`config.mk`:
```
export PLATFORM = sky130hd
export DESIGN_NAME = sdram_access_arbiter_flat
export DESIGN_NICKNAME = d
export VERILOG_FILES = /design/src/rtl/sdram_access_arbiter_if.sv /design/src/rtl/sdram_access_arbiter.sv /design/src/flat_wrapper.sv
export SDC_FILE = /design/constraint.sdc
export NUM_CORES = 1
export LEC_CHECK = 0
export CORE_UTILIZATION = 45
export CTS_CLUSTER_DIAMETER = 200
export DETAILED_ROUTE_END_ITERATION = 8
export HOLD_SLACK_MARGIN = 0.12
export PLACE_DENSITY = 0.85
export RECOVER_POWER = 100
export SLEW_MARGIN = 30
export SYNTH_ARGS = -nofsm -noshare
export SYNTH_HDL_FRONTEND = slang
export SYNTH_SLANG_ARGS = --single-unit
export TNS_END_PERCENT = 10
```
`constraint.sdc`:
```
create_clock -name clk -period 2.4 [get_ports clk]
set_input_delay 0.24 -clock clk [delete_from_list [all_inputs] [get_ports clk]]
set_output_delay 0.24 -clock clk [all_outputs]
set_load 0.01 [all_outputs]
```
`src/rtl/sdram_access_arbiter_if.sv`:
```
// Requester and ip_sdram signal bundle for sdram_access_arbiter.
// The arbiter connects through the slave modport; requesters and the SDRAM controller drive the master side.
interface sdram_access_arbiter_if;
    logic        p0_req;
    logic        p0_wr;
    logic [22:0] p0_address;
    logic [7:0]  p0_wdata;
    logic        p0_ack;
    logic [15:0] p0_rdata;
    logic        p0_rdata_en;

    logic        p1_req;
    logic        p1_wr;
    logic [22:0] p1_address;
    logic [7:0]  p1_wdata;
    logic        p1_ack;
    logic [15:0] p1_rdata;
    logic        p1_rdata_en;

    logic        sd_rd_n;
    logic        sd_wr_n;
    logic        sd_busy;
    logic [22:0] sd_address;
    logic [7:0]  sd_wdata;
    logic [15:0] sd_rdata;
    logic        sd_rdata_en;
    logic        timeout_err;

    modport slave (
        input  p0_req, p0_wr, p0_address, p0_wdata,
        output p0_ack, p0_rdata, p0_rdata_en,
        input  p1_req, p1_wr, p1_address, p1_wdata,
        output p1_ack, p1_rdata, p1_rdata_en,
        output sd_rd_n, sd_wr_n, sd_address, sd_wdata, timeout_err,
        input  sd_busy, sd_rdata, sd_rdata_en
    );

    modport master (
        output p0_req, p0_wr, p0_address, p0_wdata,
        input  p0_ack, p0_rdata, p0_rdata_en,
        output p1_req, p1_wr, p1_address, p1_wdata,
        input  p1_ack, p1_rdata, p1_rdata_en,
        input  sd_rd_n, sd_wr_n, sd_address, sd_wdata, timeout_err,
        output sd_busy, sd_rdata, sd_rdata_en
    );
endinterface

```
`src/rtl/sdram_access_arbiter.sv`:
```
// Two-port arbiter in front of ip_sdram: port 0 (VDP VRAM) and port 1 (cartridge/CPU), one command per access.
// Define SDRAM_ARB_ROUND_ROBIN_EN to replace fixed priority plus starvation guard with round-robin.
module sdram_access_arbiter #(
    parameter int STARVE_LIMIT = 4,
    parameter int TIMEOUT      = 255
) (
    input  logic                          clk,
    input  logic                          n_reset,
    sdram_access_arbiter_if.slave         bus
);

    typedef enum logic [1:0] {
        IDLE,
        ISSUE,
        WAIT_BUSY,
        WAIT_IDLE
    } state_t;

    // Abort once the wait has lasted TIMEOUT cycles (timer runs 0..TIMEOUT-1).
    localparam logic [7:0] TIMER_LAST = 8'(TIMEOUT - 1);

    state_t      state;
    logic        sd_rd_n_q;
    logic        sd_wr_n_q;
    logic [22:0] sd_address_q;
    logic [7:0]  sd_wdata_q;
    logic        p0_ack_q;
    logic        p1_ack_q;
    logic [15:0] p0_rdata_q;
    logic [15:0] p1_rdata_q;
    logic        p0_rdata_en_q;
    logic        p1_rdata_en_q;
    logic        timeout_err_q;
    logic        owner;
    logic        wr_flag;
    logic [7:0]  timer;

    logic        grant;
    logic        win_p1;

    assign grant = (state == IDLE) && !bus.sd_busy && (bus.p0_req || bus.p1_req);

`ifdef SDRAM_ARB_ROUND_ROBIN_EN
    logic last_p1;

    always_comb begin
        win_p1 = bus.p1_req && (!bus.p0_req || !last_p1);
    end

    // Starts as if port 1 went last so port 0 wins the first contested grant.
    always_ff @(posedge clk or negedge n_reset) begin
        if (!n_reset) begin
            last_p1 <= 1'b1;
        end else if (grant) begin
            last_p1 <= win_p1;
        end
    end
`else
    localparam logic [3:0] STARVE_LIM = 4'(STARVE_LIMIT);

    logic [3:0] starve_cnt;

    function automatic logic [3:0] sat_inc4(input logic [3:0] v);
        return (v == 4'hF) ? v : v + 4'd1;
    endfunction

    always_comb begin
        win_p1 = bus.p1_req && (!bus.p0_req || (starve_cnt >= STARVE_LIM));
    end

    always_ff @(posedge clk or negedge n_reset) begin
        if (!n_reset) begin
            starve_cnt <= 4'd0;
        end else if (grant) begin
            if (!win_p1 && bus.p1_req) begin
                starve_cnt <= sat_inc4(starve_cnt);
            end else begin
                starve_cnt <= 4'd0;
            end
        end
    end
`endif

    always_ff @(posedge clk or negedge n_reset) begin
        if (!n_reset) begin
            state         <= IDLE;
            sd_rd_n_q     <= 1'b1;
            sd_wr_n_q     <= 1'b1;
            sd_address_q  <= 23'd0;
            sd_wdata_q    <= 8'd0;
            p0_ack_q      <= 1'b0;
            p1_ack_q      <= 1'b0;
            p0_rdata_q    <= 16'd0;
            p1_rdata_q    <= 16'd0;
            p0_rdata_en_q <= 1'b0;
            p1_rdata_en_q <= 1'b0;
            timeout_err_q <= 1'b0;
            owner         <= 1'b0;
            wr_flag       <= 1'b0;
            timer         <= 8'd0;
        end else begin
            // Strobes and pulses are single-cycle unless set again below.
            sd_rd_n_q     <= 1'b1;
            sd_wr_n_q     <= 1'b1;
            p0_ack_q      <= 1'b0;
            p1_ack_q      <= 1'b0;
            p0_rdata_en_q <= 1'b0;
            p1_rdata_en_q <= 1'b0;
            timeout_err_q <= 1'b0;

            case (state)
                IDLE: begin
                    if (grant) begin
                        owner <= win_p1;
                        state <= ISSUE;
                        if (win_p1) begin
                            sd_address_q <= bus.p1_address;
                            sd_wdata_q   <= bus.p1_wdata;
                            wr_flag      <= bus.p1_wr;
                            sd_wr_n_q    <= ~bus.p1_wr;
                            sd_rd_n_q    <= bus.p1_wr;
                            p1_ack_q     <= 1'b1;
                        end else begin
                            sd_address_q <= bus.p0_address;
                            sd_wdata_q   <= bus.p0_wdata;
                            wr_flag      <= bus.p0_wr;
                            sd_wr_n_q    <= ~bus.p0_wr;
                            sd_rd_n_q    <= bus.p0_wr;
                            p0_ack_q     <= 1'b1;
                        end
                    end
                end

                ISSUE: begin
                    timer <= 8'd0;
                    state <= WAIT_BUSY;
                end

                WAIT_BUSY: begin
                    // Read data wins even if busy drops in the same cycle.
                    if (!wr_flag && bus.sd_rdata_en) begin
                        if (owner) begin
                            p1_rdata_q    <= bus.sd_rdata;
                            p1_rdata_en_q <= 1'b1;
                        end else begin
                            p0_rdata_q    <= bus.sd_rdata;
                            p0_rdata_en_q <= 1'b1;
                        end
                        state <= bus.sd_busy ? WAIT_IDLE : IDLE;
                    end else if (wr_flag && !bus.sd_busy) begin
                        state <= IDLE;
                    end else if (timer == TIMER_LAST) begin
                        timeout_err_q <= 1'b1;
                        state         <= IDLE;
                    end else begin
                        timer <= timer + 8'd1;
                    end
                end

                WAIT_IDLE: begin
                    if (!bus.sd_busy) begin
                        state <= IDLE;
                    end else if (timer == TIMER_LAST) begin
                        timeout_err_q <= 1'b1;
                        state         <= IDLE;
                    end else begin
                        timer <= timer + 8'd1;
                    end
                end

                default: state <= IDLE;
            endcase
        end
    end

    assign bus.sd_rd_n     = sd_rd_n_q;
    assign bus.sd_wr_n     = sd_wr_n_q;
    assign bus.sd_address  = sd_address_q;
    assign bus.sd_wdata    = sd_wdata_q;
    assign bus.p0_ack      = p0_ack_q;
    assign bus.p1_ack      = p1_ack_q;
    assign bus.p0_rdata    = p0_rdata_q;
    assign bus.p1_rdata    = p1_rdata_q;
    assign bus.p0_rdata_en = p0_rdata_en_q;
    assign bus.p1_rdata_en = p1_rdata_en_q;
    assign bus.timeout_err = timeout_err_q;

endmodule

```
`src/flat_wrapper.sv`:
```
// flat-port wrapper written by rule: the top's interface ports become plain ports
module sdram_access_arbiter_flat 
#(
    parameter int STARVE_LIMIT = 4,
    parameter int TIMEOUT      = 255
)
  (clk, n_reset, bus_p0_req, bus_p0_wr, bus_p0_address, bus_p0_wdata, bus_p0_ack, bus_p0_rdata, bus_p0_rdata_en, bus_p1_req, bus_p1_wr, bus_p1_address, bus_p1_wdata, bus_p1_ack, bus_p1_rdata, bus_p1_rdata_en, bus_sd_rd_n, bus_sd_wr_n, bus_sd_address, bus_sd_wdata, bus_timeout_err, bus_sd_busy, bus_sd_rdata, bus_sd_rdata_en);
  sdram_access_arbiter_if bus_i ();
  input  logic clk;
  input  logic n_reset;
  input wire logic [$bits(bus_i.p0_req)-1:0] bus_p0_req;
  input wire logic [$bits(bus_i.p0_wr)-1:0] bus_p0_wr;
  input wire logic [$bits(bus_i.p0_address)-1:0] bus_p0_address;
  input wire logic [$bits(bus_i.p0_wdata)-1:0] bus_p0_wdata;
  output wire logic [$bits(bus_i.p0_ack)-1:0] bus_p0_ack;
  output wire logic [$bits(bus_i.p0_rdata)-1:0] bus_p0_rdata;
  output wire logic [$bits(bus_i.p0_rdata_en)-1:0] bus_p0_rdata_en;
  input wire logic [$bits(bus_i.p1_req)-1:0] bus_p1_req;
  input wire logic [$bits(bus_i.p1_wr)-1:0] bus_p1_wr;
  input wire logic [$bits(bus_i.p1_address)-1:0] bus_p1_address;
  input wire logic [$bits(bus_i.p1_wdata)-1:0] bus_p1_wdata;
  output wire logic [$bits(bus_i.p1_ack)-1:0] bus_p1_ack;
  output wire logic [$bits(bus_i.p1_rdata)-1:0] bus_p1_rdata;
  output wire logic [$bits(bus_i.p1_rdata_en)-1:0] bus_p1_rdata_en;
  output wire logic [$bits(bus_i.sd_rd_n)-1:0] bus_sd_rd_n;
  output wire logic [$bits(bus_i.sd_wr_n)-1:0] bus_sd_wr_n;
  output wire logic [$bits(bus_i.sd_address)-1:0] bus_sd_address;
  output wire logic [$bits(bus_i.sd_wdata)-1:0] bus_sd_wdata;
  output wire logic [$bits(bus_i.timeout_err)-1:0] bus_timeout_err;
  input wire logic [$bits(bus_i.sd_busy)-1:0] bus_sd_busy;
  input wire logic [$bits(bus_i.sd_rdata)-1:0] bus_sd_rdata;
  input wire logic [$bits(bus_i.sd_rdata_en)-1:0] bus_sd_rdata_en;
  assign bus_i.p0_req = bus_p0_req;
  assign bus_i.p0_wr = bus_p0_wr;
  assign bus_i.p0_address = bus_p0_address;
  assign bus_i.p0_wdata = bus_p0_wdata;
  assign bus_p0_ack = bus_i.p0_ack;
  assign bus_p0_rdata = bus_i.p0_rdata;
  assign bus_p0_rdata_en = bus_i.p0_rdata_en;
  assign bus_i.p1_req = bus_p1_req;
  assign bus_i.p1_wr = bus_p1_wr;
  assign bus_i.p1_address = bus_p1_address;
  assign bus_i.p1_wdata = bus_p1_wdata;
  assign bus_p1_ack = bus_i.p1_ack;
  assign bus_p1_rdata = bus_i.p1_rdata;
  assign bus_p1_rdata_en = bus_i.p1_rdata_en;
  assign bus_sd_rd_n = bus_i.sd_rd_n;
  assign bus_sd_wr_n = bus_i.sd_wr_n;
  assign bus_sd_address = bus_i.sd_address;
  assign bus_sd_wdata = bus_i.sd_wdata;
  assign bus_timeout_err = bus_i.timeout_err;
  assign bus_i.sd_busy = bus_sd_busy;
  assign bus_i.sd_rdata = bus_sd_rdata;
  assign bus_i.sd_rdata_en = bus_sd_rdata_en;
  sdram_access_arbiter #(.STARVE_LIMIT(STARVE_LIMIT), .TIMEOUT(TIMEOUT)) u_core (.clk(clk), .n_reset(n_reset), .bus(bus_i));
endmodule
```
==> run metrics <==
number of flops mapped to enable cells by yosys 0; hold path depth 1; pwr/cell area between 1000 and 1500 nW/um^2; Avg Cell Area, Syn around 13 um^2; clk sink count 86; yosys warns 0; failing checks design-rule violations; Tmin final roughly 2000 ps; CTS Buf Count 9; gr usage total roughly 22%; Crit Path Category reg2reg; share of cells above drive strength 1 between 10% and 20%; Antenna Cells 0; #FFs+latches synth 86; hold worst-path end u_core.timer[7]$_DFFE_PN0P_; DR WL/cell between 15 and 20 um; RSZ-0062 raised after global routing no; port buffer count between 150 and 200; vias in the first global route approximately 3000; num rows 32; TritonRoute pass-1 iters 9; Hold Crit Start u_core.timer[7]$_DFFE_PN0P_; Pins Over Slew Limit 0; Synth Area in Adders about 1.1%; Slew headroom approximately 16%; clk root buf clkbuf_8; reg2reg end u_core.bus.sd_address[19]$_DFFE_PN0P_; initial antenna violation count 0; CTS tree yes; core area 7687 um^2; Die ar. 8301 um^2; largest net degree at the start of global routing 51; clk slew on worst S/H paths around 80 ps; status finished, violations left; Skew-Pair Late Insertion Delay about 340 ps; worst reg-to-reg path cell count 5; Post-DP HPWL about 6300 um; origin of the critical flop-to-flop path u_core.state[1]$_DFFE_PN0P_; P&R area growth vs syn 51.47%; Vert. Die Dim 91.11 um; Finish-stage setup viols 0; setup_tns 0 ps; Post-synth ARST share 100.0%; compound-cell area share of the yosys netlist approximately 14%; antenna-violating nets left 0; clk buf depth 2; CP Launch Type flip-flop; Die X slightly above 90 um; clk_skew roughly 10 ps; CP Capture Type flip-flop; XOR/XNOR Fraction of Synth Area 0%; CP required between 2000 and 3000 ps; DRC Markers 1; r2r setup slk 390 ps; Via density about 5.4; transition time of the tightest slew-check pin between 1000 and 1500 ps; via count approximately 2900; Max FO, Critical Path 37; IO Pins 156; remaining global-route overflow 0; fmax 497.2 MHz; fin crit share between 80% and 90%; Post-Synth Simple-Gate Area a little over 6%; Netlist cell types 42; # resized after CTS 0; Synth Flop Type dfrtp_1; Maximum Capacitance Violations 0; Final nets a little over 500; DRT iter0 DRCs 190; CTS H-tree lvls 3; Mapped Area approximately 3600 um^2; routability cong. ~0.78; multiplexer share of the synthesized area 11.80%; VDD IR max 0.5016 mV; final hold viol count 0; Final Power roughly 5.9 mW; first-pass GRT wire length around 14000 um; Mapped Nets ~360; HP Class reg2reg; Arrival @ worst endpoint 2230 ps; Initial Util between 40% and 50%; main combinational cell family by area after synthesis compound AO/OA/AOI/OAI gates; LEAKAGE approximately 2.5 nW; Seq/Total Area, Yosys around 60%; Routed WL a little under 9000 um; Syn Inst Count 268
[cells by family (layout without fill, tap and decap cells)]
logic type	count (synthesis)	after routing
AOI/OAI and AO/OA	55	55
and+or+nand+nor	36	36
adders and majority gates	3	3
muxes	38	38
DFF	86	86
buffers and inverters	50	211
[registers in the layout, summed over array words and instances (netlist names)]
signal	count
u_core.bus.sd_address	23
u_core.bus.p0_rdata	16
u_core.bus.p1_rdata	16
u_core.bus.sd_wdata	8
u_core.timer	8
u_core.starve_cnt	4
u_core.state	2
u_core.bus.p0_ack	1
u_core.bus.p0_rdata_en	1
u_core.bus.p1_ack	1
u_core.bus.p1_rdata_en	1
u_core.bus.sd_rd_n	1
u_core.bus.sd_wr_n	1
u_core.bus.timeout_err	1
u_core.owner	1
u_core.wr_flag	1
[cells in the final DEF (no fill, tap or decap), types with 2 or more instances in the layout]
master / count
a22o_1: 2
o211ai_1: 2
bufinv_16: 3
dfstp_2: 2
a21oi_1: 2
clkdlybuf4s50_1: 83
dfrtp_1: 84
clkbuf_8: 10
nor3_1: 2
o311ai_0: 2
dlygate4sd3_1: 72
a222oi_1: 31
mux2_2: 33
nor2_1: 5
ha_1: 3
mux2i_1: 5
nand2_1: 9
nand3_1: 5
o21ai_0: 5
nor4_1: 4
o31ai_1: 2
inv_1: 35
o41ai_1: 2
nand2b_1: 2
clkbuf_1: 2
buf_4: 2
[power by group]
| group | switching (mW) | leakage, nW | internal, mW |
|---|---|---|---|
| clock network | 0.502 | 0.120 | 0.723 |
| registers | 0.362 | 1.09 | 2.03 |
| logic | 0.987 | 1.30 | 1.31 |
[Yosys cell counts (2+ instances only)]
| library cell | instances | share of area (%) |
|---|---|---|
| a21oi_1 | 2 | 0.28 |
| a222oi_1 | 31 | 8.7 |
| a22o_1 | 2 | 0.49 |
| buf_2 | 9 | 1.3 |
| buf_6 | 5 | 1.6 |
| dfrtp_1 | 84 | 59 |
| dfstp_2 | 2 | 1.5 |
| ha_1 | 3 | 1.1 |
| inv_1 | 34 | 3.6 |
| mux2_2 | 33 | 10 |
| mux2i_1 | 5 | 1.4 |
| nand2_1 | 9 | 0.95 |
| nand2b_1 | 2 | 0.35 |
| nand3_1 | 5 | 0.70 |
| nor2_1 | 5 | 0.53 |
| nor4_1 | 3 | 0.53 |
| o211ai_1 | 2 | 0.42 |
| o21ai_0 | 5 | 0.70 |
| o311ai_0 | 2 | 0.49 |
| o31ai_1 | 2 | 0.42 |
| o41ai_1 | 2 | 0.49 |
[layer usage]
layer	routed length, um	track usage, %	up-vias
li1	-	-	1319
met1	3414	26.25	1377
met2	4522	38.51	151
met3	726	5.444	11
met4	149	8.862	0
met5	0	0	-
[final cells by class]
cell class | count | area, um^2
Timing Repair Buffer | 160 | 1595
Fill cell | 571 | 2275
Multi-Input combinational cell | 132 | 1156
Inverter | 35 | 131.4
Sequential cell | 86 | 2155
Clock inverter | 5 | 106.4
Clock buffer | 11 | 141.4
Tap cell | 102 | 127.6
[worst max-delay path, stage by stage, from the launching register on]
cell and delay [ps]:
dfrtp_1 490, nor3_1 570, o21ai_2 100, buf_4 280, a222oi_1 360, inv_1 80
[timing repair]
item / 4_1_cts / 5_1_grt
endpoints found under the setup margin: 0 / 0
endpoints found under the hold margin: 49 / 0
setup buffers: 0 / 0
hold buffers: 1 / 0
[metrics by stage]
step	utilization, %	setup WS, ps	cells	cell area [um^2]	hold WS (ps)
after detailed placement	67.43	288.6	514	5184	305.8
final	70.41	388.7	531	5413	480.6
after global placement	67.43	356.0	514	5184	302.4
after CTS	70.78	534.3	531	5441	470.7
after floorplan	-	783.7	268	3573	-55.59
after global routing	70.41	262.2	531	5413	489.5
[worst max path at each step]
stage / from / end / slack [ps] / cells past startpoint
floorplan: u_core.state[0]$_DFFE_PN0P_ / u_core.bus.p0_rdata[10]$_DFFE_PN0P_ / 780 / 5
global placement: bus_sd_rdata_en / u_core.bus.p0_rdata[6]$_DFFE_PN0P_ / 360 / 5
detailed placement: bus_sd_rdata_en / u_core.bus.p0_rdata[7]$_DFFE_PN0P_ / 290 / 5
CTS: u_core.state[0]$_DFFE_PN0P_ / u_core.bus.p0_rdata[0]$_DFFE_PN0P_ / 530 / 4
global route: u_core.state[0]$_DFFE_PN0P_ / u_core.bus.p0_rdata[9]$_DFFE_PN0P_ / 260 / 4
finish: u_core.state[1]$_DFFE_PN0P_ / u_core.bus.sd_address[19]$_DFFE_PN0P_ / 390 / 5
(Power assumes the default switching activity.)
